File: config.mk
export PLATFORM = sky130hd
export DESIGN_NAME = lap_stopwatch
export DESIGN_NICKNAME = d
export VERILOG_FILES = /design/src/rtl/lap_stopwatch.sv
export SDC_FILE = /design/constraint.sdc
export NUM_CORES = 1
export LEC_CHECK = 0
export CORE_UTILIZATION = 50
export CTS_CLUSTER_SIZE = 20
export DETAILED_ROUTE_END_ITERATION = 10
export PLACE_DENSITY_LB_ADDON = 0.25
export SYNTH_ARGS = -nofsm -noshare
export SYNTH_HDL_FRONTEND = slang
export SYNTH_SLANG_ARGS = --single-unit
File: constraint.sdc
create_clock -name clk -period 5.3 [get_ports clk]
set_input_delay 1.325 -clock clk [delete_from_list [all_inputs] [get_ports clk]]
set_output_delay 1.325 -clock clk [all_outputs]
set_load 0.02 [all_outputs]
File: src/rtl/lap_stopwatch.sv
// Stopwatch / countdown timer (hr:min:sec.ms) driven by single-cycle commands.
// A prescaler turns TICK_DIV clk cycles into one 1 ms tick while running.
module lap_stopwatch #(
   parameter int TICK_DIV = 1,
   parameter int HR_W     = 5,
   parameter int HR_MAX   = 23
) (
   input  logic            clk,
   input  logic            reset,
   input  logic            start,
   input  logic            stop,
   input  logic            clear,
   input  logic            lap,
   input  logic            load,
   input  logic            mode_down,
   input  logic [9:0]      preset_ms,
   input  logic [5:0]      preset_sec,
   input  logic [5:0]      preset_min,
   input  logic [HR_W-1:0] preset_hr,
   output logic [9:0]      ms,
   output logic [5:0]      sec,
   output logic [5:0]      min,
   output logic [HR_W-1:0] hr,
   output logic [9:0]      lap_ms,
   output logic [5:0]      lap_sec,
   output logic [5:0]      lap_min,
   output logic [HR_W-1:0] lap_hr,
   output logic            lap_valid,
   output logic            running,
   output logic            paused,
   output logic            done,
   output logic            overflow
);
   localparam int PW = (TICK_DIV > 1) ? $clog2(TICK_DIV) : 1;
   localparam logic [PW-1:0]   PRE_TOP = PW'(TICK_DIV - 1);
   localparam logic [HR_W-1:0] HR_TOP  = HR_W'(HR_MAX);

   typedef enum logic [1:0] {IDLE, RUN, PAUSE, DONE} state_t;

   state_t          state;
   logic [PW-1:0]   presc;
   logic            dir;

   logic            tick, at_zero, dn_zero;
   logic            c_ms, c_sec, c_min, wrap;
   logic            b_ms, b_sec, b_min;
   logic [9:0]      ms_up, ms_dn, ld_ms;
   logic [5:0]      sec_up, sec_dn, ld_sec;
   logic [5:0]      min_up, min_dn, ld_min;
   logic [HR_W-1:0] hr_up, hr_dn, ld_hr;

   always_comb begin
      tick    = (state == RUN) && (presc == PRE_TOP);
      at_zero = (ms == 10'd0) && (sec == 6'd0) && (min == 6'd0) && (hr == '0);

      // Up count: carries cascade through every field within one tick
      c_ms   = (ms == 10'd999);
      c_sec  = c_ms && (sec == 6'd59);
      c_min  = c_sec && (min == 6'd59);
      wrap   = c_min && (hr == HR_TOP);
      ms_up  = c_ms ? 10'd0 : ms + 10'd1;
      sec_up = c_ms ? ((sec == 6'd59) ? 6'd0 : sec + 6'd1) : sec;
      min_up = c_sec ? ((min == 6'd59) ? 6'd0 : min + 6'd1) : min;
      hr_up  = c_min ? (wrap ? '0 : hr + HR_W'(1)) : hr;

      // Down count: only used when not already at zero, so hr never underflows
      b_ms    = (ms == 10'd0);
      b_sec   = b_ms && (sec == 6'd0);
      b_min   = b_sec && (min == 6'd0);
      ms_dn   = b_ms ? 10'd999 : ms - 10'd1;
      sec_dn  = b_ms ? ((sec == 6'd0) ? 6'd59 : sec - 6'd1) : sec;
      min_dn  = b_sec ? ((min == 6'd0) ? 6'd59 : min - 6'd1) : min;
      hr_dn   = b_min ? hr - HR_W'(1) : hr;
      dn_zero = (ms_dn == 10'd0) && (sec_dn == 6'd0) && (min_dn == 6'd0) && (hr_dn == '0);

      ld_ms  = (preset_ms > 10'd999) ? 10'd999 : preset_ms;
      ld_sec = (preset_sec > 6'd59) ? 6'd59 : preset_sec;
      ld_min = (preset_min > 6'd59) ? 6'd59 : preset_min;
      ld_hr  = (preset_hr > HR_TOP) ? HR_TOP : preset_hr;
   end

   assign running = (state == RUN);
   assign paused  = (state == PAUSE);

   always_ff @(posedge clk or posedge reset) begin
      if (reset) begin
         state     <= IDLE;
         presc     <= '0;
         dir       <= 1'b0;
         ms        <= '0;
         sec       <= '0;
         min       <= '0;
         hr        <= '0;
         lap_ms    <= '0;
         lap_sec   <= '0;
         lap_min   <= '0;
         lap_hr    <= '0;
         lap_valid <= 1'b0;
         done      <= 1'b0;
         overflow  <= 1'b0;
      end else begin
         lap_valid <= 1'b0;
         done      <= 1'b0;
         if (clear) begin
            state    <= IDLE;
            presc    <= '0;
            ms       <= '0;
            sec      <= '0;
            min      <= '0;
            hr       <= '0;
            lap_ms   <= '0;
            lap_sec  <= '0;
            lap_min  <= '0;
            lap_hr   <= '0;
            overflow <= 1'b0;
         end else begin
            case (state)
               IDLE: begin
                  if (load) begin
                     ms    <= ld_ms;
                     sec   <= ld_sec;
                     min   <= ld_min;
                     hr    <= ld_hr;
                     presc <= '0;
                  end else if (start && !(mode_down && at_zero)) begin
                     state <= RUN;
                     dir   <= mode_down;
                     presc <= '0;
                  end
               end
               RUN: begin
                  // Lap sees the pre-edge counters; stop outranks it
                  if (lap && !stop) begin
                     lap_ms    <= ms;
                     lap_sec   <= sec;
                     lap_min   <= min;
                     lap_hr    <= hr;
                     lap_valid <= 1'b1;
                  end
                  if (stop)
                     state <= PAUSE;
                  presc <= tick ? '0 : presc + PW'(1);
                  if (tick) begin
                     if (!dir) begin
                        ms  <= ms_up;
                        sec <= sec_up;
                        min <= min_up;
                        hr  <= hr_up;
                        if (wrap)
                           overflow <= 1'b1;
                     end else begin
                        if (!at_zero) begin
                           ms  <= ms_dn;
                           sec <= sec_dn;
                           min <= min_dn;
                           hr  <= hr_dn;
                        end
                        // Reaching zero overrides a simultaneous stop
                        if (at_zero || dn_zero) begin
                           state <= DONE;
                           done  <= 1'b1;
                           presc <= '0;
                        end
                     end
                  end
               end
               PAUSE: begin
                  if (load) begin
                     ms    <= ld_ms;
                     sec   <= ld_sec;
                     min   <= ld_min;
                     hr    <= ld_hr;
                     presc <= '0;
                  end else if (!stop && start) begin
                     state <= RUN;
                  end else if (!stop && lap) begin
                     lap_ms    <= ms;
                     lap_sec   <= sec;
                     lap_min   <= min;
                     lap_hr    <= hr;
                     lap_valid <= 1'b1;
                  end
               end
               DONE: begin
                  if (load) begin
                     ms    <= ld_ms;
                     sec   <= ld_sec;
                     min   <= ld_min;
                     hr    <= ld_hr;
                     presc <= '0;
                     state <= IDLE;
                  end
               end
               default: state <= IDLE;
            endcase
         end
      end
   end
endmodule

After elaboration in Yosys (flattened, before gate mapping)
Cells that the tools add are included.
Storage, ports and cells
  input bits: 35
  output and inout port bits: 59
  logic and storage cells: 189
  bits in read-only memories: 0
  bits in latches: 0
  bits in writable memories: 0
  memories kept: 0
  bits in registers: 61
Cells by class
  shift operators: 0
  add/sub/neg operators: 9
  order comparisons: 4
  div/mod/pow operators: 0
  bitwise logic cells: 3
  $mul: 0
  mux-type cells: 96
  equality and inequality tests: 22
  reduce and logical (&&, ||, !) cells: 41
Operators by type and width (count)
  6-bit 2-to-1 mux: 28
  10-bit 2-to-1 mux: 12
  5-bit 2-to-1 mux: 13
  6-bit case mux with 2 select lines: 4
  10-bit case mux with 2 select lines: 2
  6-bit logical NOT: 4
  1-bit 2-to-1 mux: 22
  10-bit logical NOT: 2
  2-bit 2-to-1 mux: 10
  5-bit case mux with 2 select lines: 2
  4-bit AND reduction: 5
  3-bit inequality test, second input constant: 5
  1-bit logical AND: 14
  6-bit by 1-bit adder with 6-bit output, second input constant: 2
  6-bit == test, second input constant: 2
  6-bit greater-than comparator, second input constant: 2
  4-bit by 2-bit inequality test with 1-bit output, second input constant: 3
  6-bit by 1-bit subtractor with 6-bit output, second input constant: 2
  10-bit by 1-bit adder with 10-bit output, second input constant: 1
  10-bit == test, second input constant: 1
  10-bit greater-than comparator, second input constant: 1
  5-bit logical NOT: 2
  10-bit by 1-bit subtractor with 10-bit output, second input constant: 1
  4-bit inequality test, second input constant: 2
  other kinds (24): 33

Depth between registers and ports, before layout
  depth in word-level cells: 13
  depth in mapped cells: 11
  depth with buffers taken out: 9

Worst setup path after synthesis
Ideal clock, no wire load.
  path type: in2reg
  start point: in clear
  end point: reg ms[5]
  cell stages on the path: 8
  buffers on the path: 2
  setup slack: 2.548 ns
  data required time: 5.176 ns
  data arrival time: 2.628 ns
  library setup time: 0.124 ns
  cell sequence: clkbuf_1 -> nor2_1 -> nand3_1 -> clkbuf_1 -> o21ai_0 -> nor3_1 -> o21bai_1 -> o31a_1
On the way
  word-level cells in the longest chain between the ends: 2
  elaborated cells between the ends (all ways): 5
  classes of those cells: eq/ne (3); mux (1); reduce/logical (1)
Ends and longest elaborated chain
  start: declaration: RTL line 12  | input logic clear,
  4-bit inequality test (no line), or another cell as far along
  3-bit AND reduction (no line)
  end signal: assignment: RTL line 120  | ms <= ld_ms;
  end signal: assignment: RTL line 145  | ms <= ms_up;
  end signal: assignment: RTL line 153  | ms <= ms_dn;
  end: declaration: RTL line 20  | output logic [9:0] ms,
Several ways; a longest one is shown, not always the timed one.
A chain may end at the register's enable or synchronous reset.

Worst setup path after layout
  start point: reg state[1]
  end point: out running
On the way
  word-level cells in the longest chain between the ends: 1
Ends and longest elaborated chain
  start: declaration: RTL line 40  | state_t state;
  start signal: assignment: RTL line 87  | state <= IDLE;
  start signal: assignment: RTL line 105  | state <= IDLE;
  start signal: assignment: RTL line 126  | state <= RUN;
  2-bit by 1-bit == test with 1-bit output: RTL line 82  | assign running = (state == RUN);
  end: declaration: RTL line 29  | output logic running,
Every way passes these cells.

==> results_dict.tcl <==
set metrics [dict create \
    fp.dieW_um 97.8 \
    combined_global_route_utilization_of_all_metal_layers_pct 29.3 \
    clk_pin_slew_worst_paths_ns 0.07 \
    clock_latency_ns 0.35 \
    outcome "finished, violations left" \
    worstHoldEndpoint "lap_ms[9]" \
    period_minus_slack_ns 3.38 \
    post_cts_hold_buffer_count 0 \
    setup_violations 0 \
    row_count 34 \
    finClkSkew_ns 0.0127 \
    dieHeight_um 97.8 \
    setup_slack_ns 1.92 \
    ys_seq_elements 61 \
    ys_dominant_reg_cell "sky130_fd_sc_hd__dfrtp_1" \
    numClockSinks 61 \
    worstHoldPathCells 2 \
    timing.critical_path.slowest_cell_delay_ns 0.67 \
    path_type_of_the_worst_min_delay_path "flip-flop to flip-flop" \
    syn2layout_area_growth_pct 24.4 \
    violations "DRC" \
    placed_area_um2 5480 \
    totalWireLength_mm 13.7 \
    post-cts-setup-buffers 0 \
    die_area_um2 9560 \
    p_per_area_nw_per_um2 506 \
    number_of_drc_markers_in_iteration_0 458 \
    cellInternalPower_mw 1.49 \
    drt-wirelength-per-cell_um 18.4 \
    critical_path.endpoint_type "output port" \
    placement.io_buffers 93 \
    hold_path.startpoint "lap_ms[9]" \
    pwr-share-seq_pct 31.0 \
    final_antenna_diode_count 0 \
    fp.coreArea_um2 8810 \
    totalNegativeSetupSlack_ns 0 \
    firstDrtPassIters 8 \
    yosysSeqAreaShare_pct 33.3 \
    synth_cell_types 79 \
    timing.critical_path.fanout_max 23 \
    cp_cell_sequence "inv_1 -> ha_1 -> buf_4 -> clkdlybuf4s50_1" \
    route.detailed.vias_per_inst 6.41 \
    postCtsResizedCells 0 \
    grt_start_max_net_pins 53 \
    grt_first_pass_wirelength_mm 22.5 \
    detailroute.via_count 4766 \
    worst_setup_path_startpoint "state[1]" \
    timing.critical_path.arrival_ns 2.06 \
    clockPowerShare_pct 16.8 \
    fin_crit_sh_pct 63.8 \
    comb_power_share_pct 52.2 \
    drc 10 \
    half_perimeter_wire_length_after_placement_mm 9.54 \
    worst_r2r_path_depth 9 \
    dpl_worst_slack_ns 1.88 \
    total_switching_power_mw 1.40 \
    layout.nets 682 \
    mostFrequentLayoutCell "sky130_fd_sc_hd__clkdlybuf4s50_1" \
    power.static_leakage_nw 2.38 \
    drive_gt1_share_pct 7.55 \
    cts_inserted_buffers 9 \
    synth_nets 616 \
    critical_path_required_ns 3.97 \
    number_of_enable_type_register_cells_in_the_synthesized_netlist 0 \
    max-cap-violations 0 \
    vias_in_the_first_global_route 4407 \
    globalRouteOverflowTotal 0 \
    report.final.hold_viol_count 0 \
    initial_core_util_pct 52.1 \
    top_level_ports 94 \
    synthesis.area_um2 4590 \
    rr_endpoint "state[1]" \
    synth-warning-count 0 \
    routability_congestion_estimate_from_global_placement 0.906 \
    postLayoutCellArea_um2 5710 \
    postSynthAreaPerCell_um2 8.12 \
    maxSlewHeadroom_pct 24.1 \
    max_clock_freq_mhz 296 \
    vdd.ir_drop.worst_mv 0.362 \
    top_library_cells_by_usage_in_the_layout_fill_and_taps_aside "92 x sky130_fd_sc_hd__clkdlybuf4s50_1, 90 x sky130_fd_sc_hd__nor2_1, 61 x sky130_fd_sc_hd__dfrtp_1" \
    cts_tree "done" \
    antenna_violations_before_repair 0 \
    crit-reg2reg-launch "ms[0]" \
    filler_cell_count 778 \
    instance_count_of_the_mapped_netlist 565 \
    startpoint_type "flip-flop" \
    slowest_stage "sky130_fd_sc_hd__clkdlybuf4s50_1" \
    cts-htree-levels 3 \
    final-max-slew-violation-count 0 \
    netSwitchingFraction_pct 48.4 \
    tightest_slew_ns 1.13 \
    timing_worst_setup_path_type "flip-flop to output port" \
    buffer_cell_driving_the_clock_tree_root "sky130_fd_sc_hd__clkbuf_8" \
    grt_setup_unrepaired "false" \
    async_reset_ff_share_pct 100 \
    reg2reg_setup_slack_ns 1.96 \
    antenna_left 0 \
    clock_tree.buffer_depth 2 \
]
==> critical path: cells and delay by family (launching register included) <==
kind	cells	cell delay (ns)
adders and majority gates	1	0.17
buffers and inverters	3	1.09
DFF	1	0.45
==> metal layers <==
metal  track usage (%)  up-vias  wire length (um)
li1                  -     2167                 -
met1              38.5     2334              5840
met2              49.2      230              6680
met3              4.22       35               911
met4              10.8        0               299
met5                 0        -                 0
==> cells by family after synthesis <==
| logic type | Yosys count | synth area share, % |
|---|---|---|
| flops | 61 | 33.3 |
| compound gates | 155 | 22.8 |
| buf+inv | 62 | 6.14 |
| xor+xnor | 19 | 3.63 |
| simple gates | 232 | 25.3 |
| fa+ha+maj | 16 | 4.37 |
| mux | 20 | 4.42 |
==> worst max path at each step <==
| stage | endpoint | slack (ns) | depth (start not counted) |
|---|---|---|---|
| 6_report | running | 1.92 | 4 |
| 5_1_grt | state[1] | 1.72 | 9 |
| 4_1_cts | running | 1.95 | 4 |
| 3_5_place_dp | ms[5] | 1.88 | 8 |
| 3_3_place_gp | ms[5] | 2.03 | 8 |
| 2_1_floorplan | dir | 2.46 | 1 |
==> flip-flops by register name (all words and copies together), names as in the netlist, 2 cells and up <==
register  count
state         2
sec           6
hr            5
lap_sec       6
min           6
ms           10
lap_min       6
lap_hr        5
lap_ms       10
==> power groups by stage <==
stage	sequential [mW]	combinational, mW	clock (mW)
final	0.895	1.51	0.484
after global routing	0.918	1.63	0.509
after CTS	0.881	1.49	0.487
after detailed placement	0.891	1.48	0
after global placement	0.882	1.46	0
after floorplan	0.816	1.07	0
==> cell usage after synthesis (3+ instances only) <==
cell type,instances,area (um^2)
sky130_fd_sc_hd__o21ai_0,39,195
sky130_fd_sc_hd__buf_4,3,22.5
sky130_fd_sc_hd__xor2_1,9,78.8
sky130_fd_sc_hd__nand3_1,21,105
sky130_fd_sc_hd__nor4_1,8,50.1
sky130_fd_sc_hd__o41ai_1,6,52.6
sky130_fd_sc_hd__and3_1,3,18.8
sky130_fd_sc_hd__or3_1,3,18.8
sky130_fd_sc_hd__nor2_2,4,25.0
sky130_fd_sc_hd__nand2_1,47,176
sky130_fd_sc_hd__buf_6,3,33.8
sky130_fd_sc_hd__inv_1,20,75.1
sky130_fd_sc_hd__nand4_1,7,43.8
sky130_fd_sc_hd__a21oi_1,45,225
sky130_fd_sc_hd__a211oi_1,9,67.6
sky130_fd_sc_hd__a221oi_1,4,35.0
sky130_fd_sc_hd__nor2_1,90,338
sky130_fd_sc_hd__and2_1,3,18.8
sky130_fd_sc_hd__xnor2_1,10,87.6
sky130_fd_sc_hd__a31oi_1,8,50.1
sky130_fd_sc_hd__o31ai_1,8,60.1
sky130_fd_sc_hd__buf_2,11,55.1
sky130_fd_sc_hd__a41oi_1,3,26.3
sky130_fd_sc_hd__dfrtp_1,61,1530
sky130_fd_sc_hd__ha_1,16,200
sky130_fd_sc_hd__nor3_1,18,90.1
sky130_fd_sc_hd__clkbuf_1,22,82.6
sky130_fd_sc_hd__nor2b_1,5,31.3
sky130_fd_sc_hd__mux2i_1,18,180
==> cell type report <==
cell class              instances  area, um^2  share of cell area [%]
multi-input cells             442        2790                    48.9
flip-flops and latches         61        1530                    26.7
repair buffers                 97         956                    16.8
clock buffers                  12         155                    2.72
well taps                     108         135                    2.37
inverters                      20        75.1                    1.32
clock inverters                 4        70.1                    1.23
==> through the flow <==
| step | hold slack (ns) | instances | util (%) | total power, mW |
|---|---|---|---|---|
| final | 0.516 | 744 | 64.8 | 2.89 |
| after global routing | 0.539 | 744 | 64.8 | 3.06 |
| after CTS | 0.523 | 744 | 64.8 | 2.86 |
| after detailed placement | 0.508 | 728 | 62.2 | 2.37 |
| after global placement | 0.491 | 728 | 62.2 | 2.34 |
| after floorplan | 0.492 | 565 | - | 1.88 |
No activity file was read; power rests on OpenSTA's default activity.
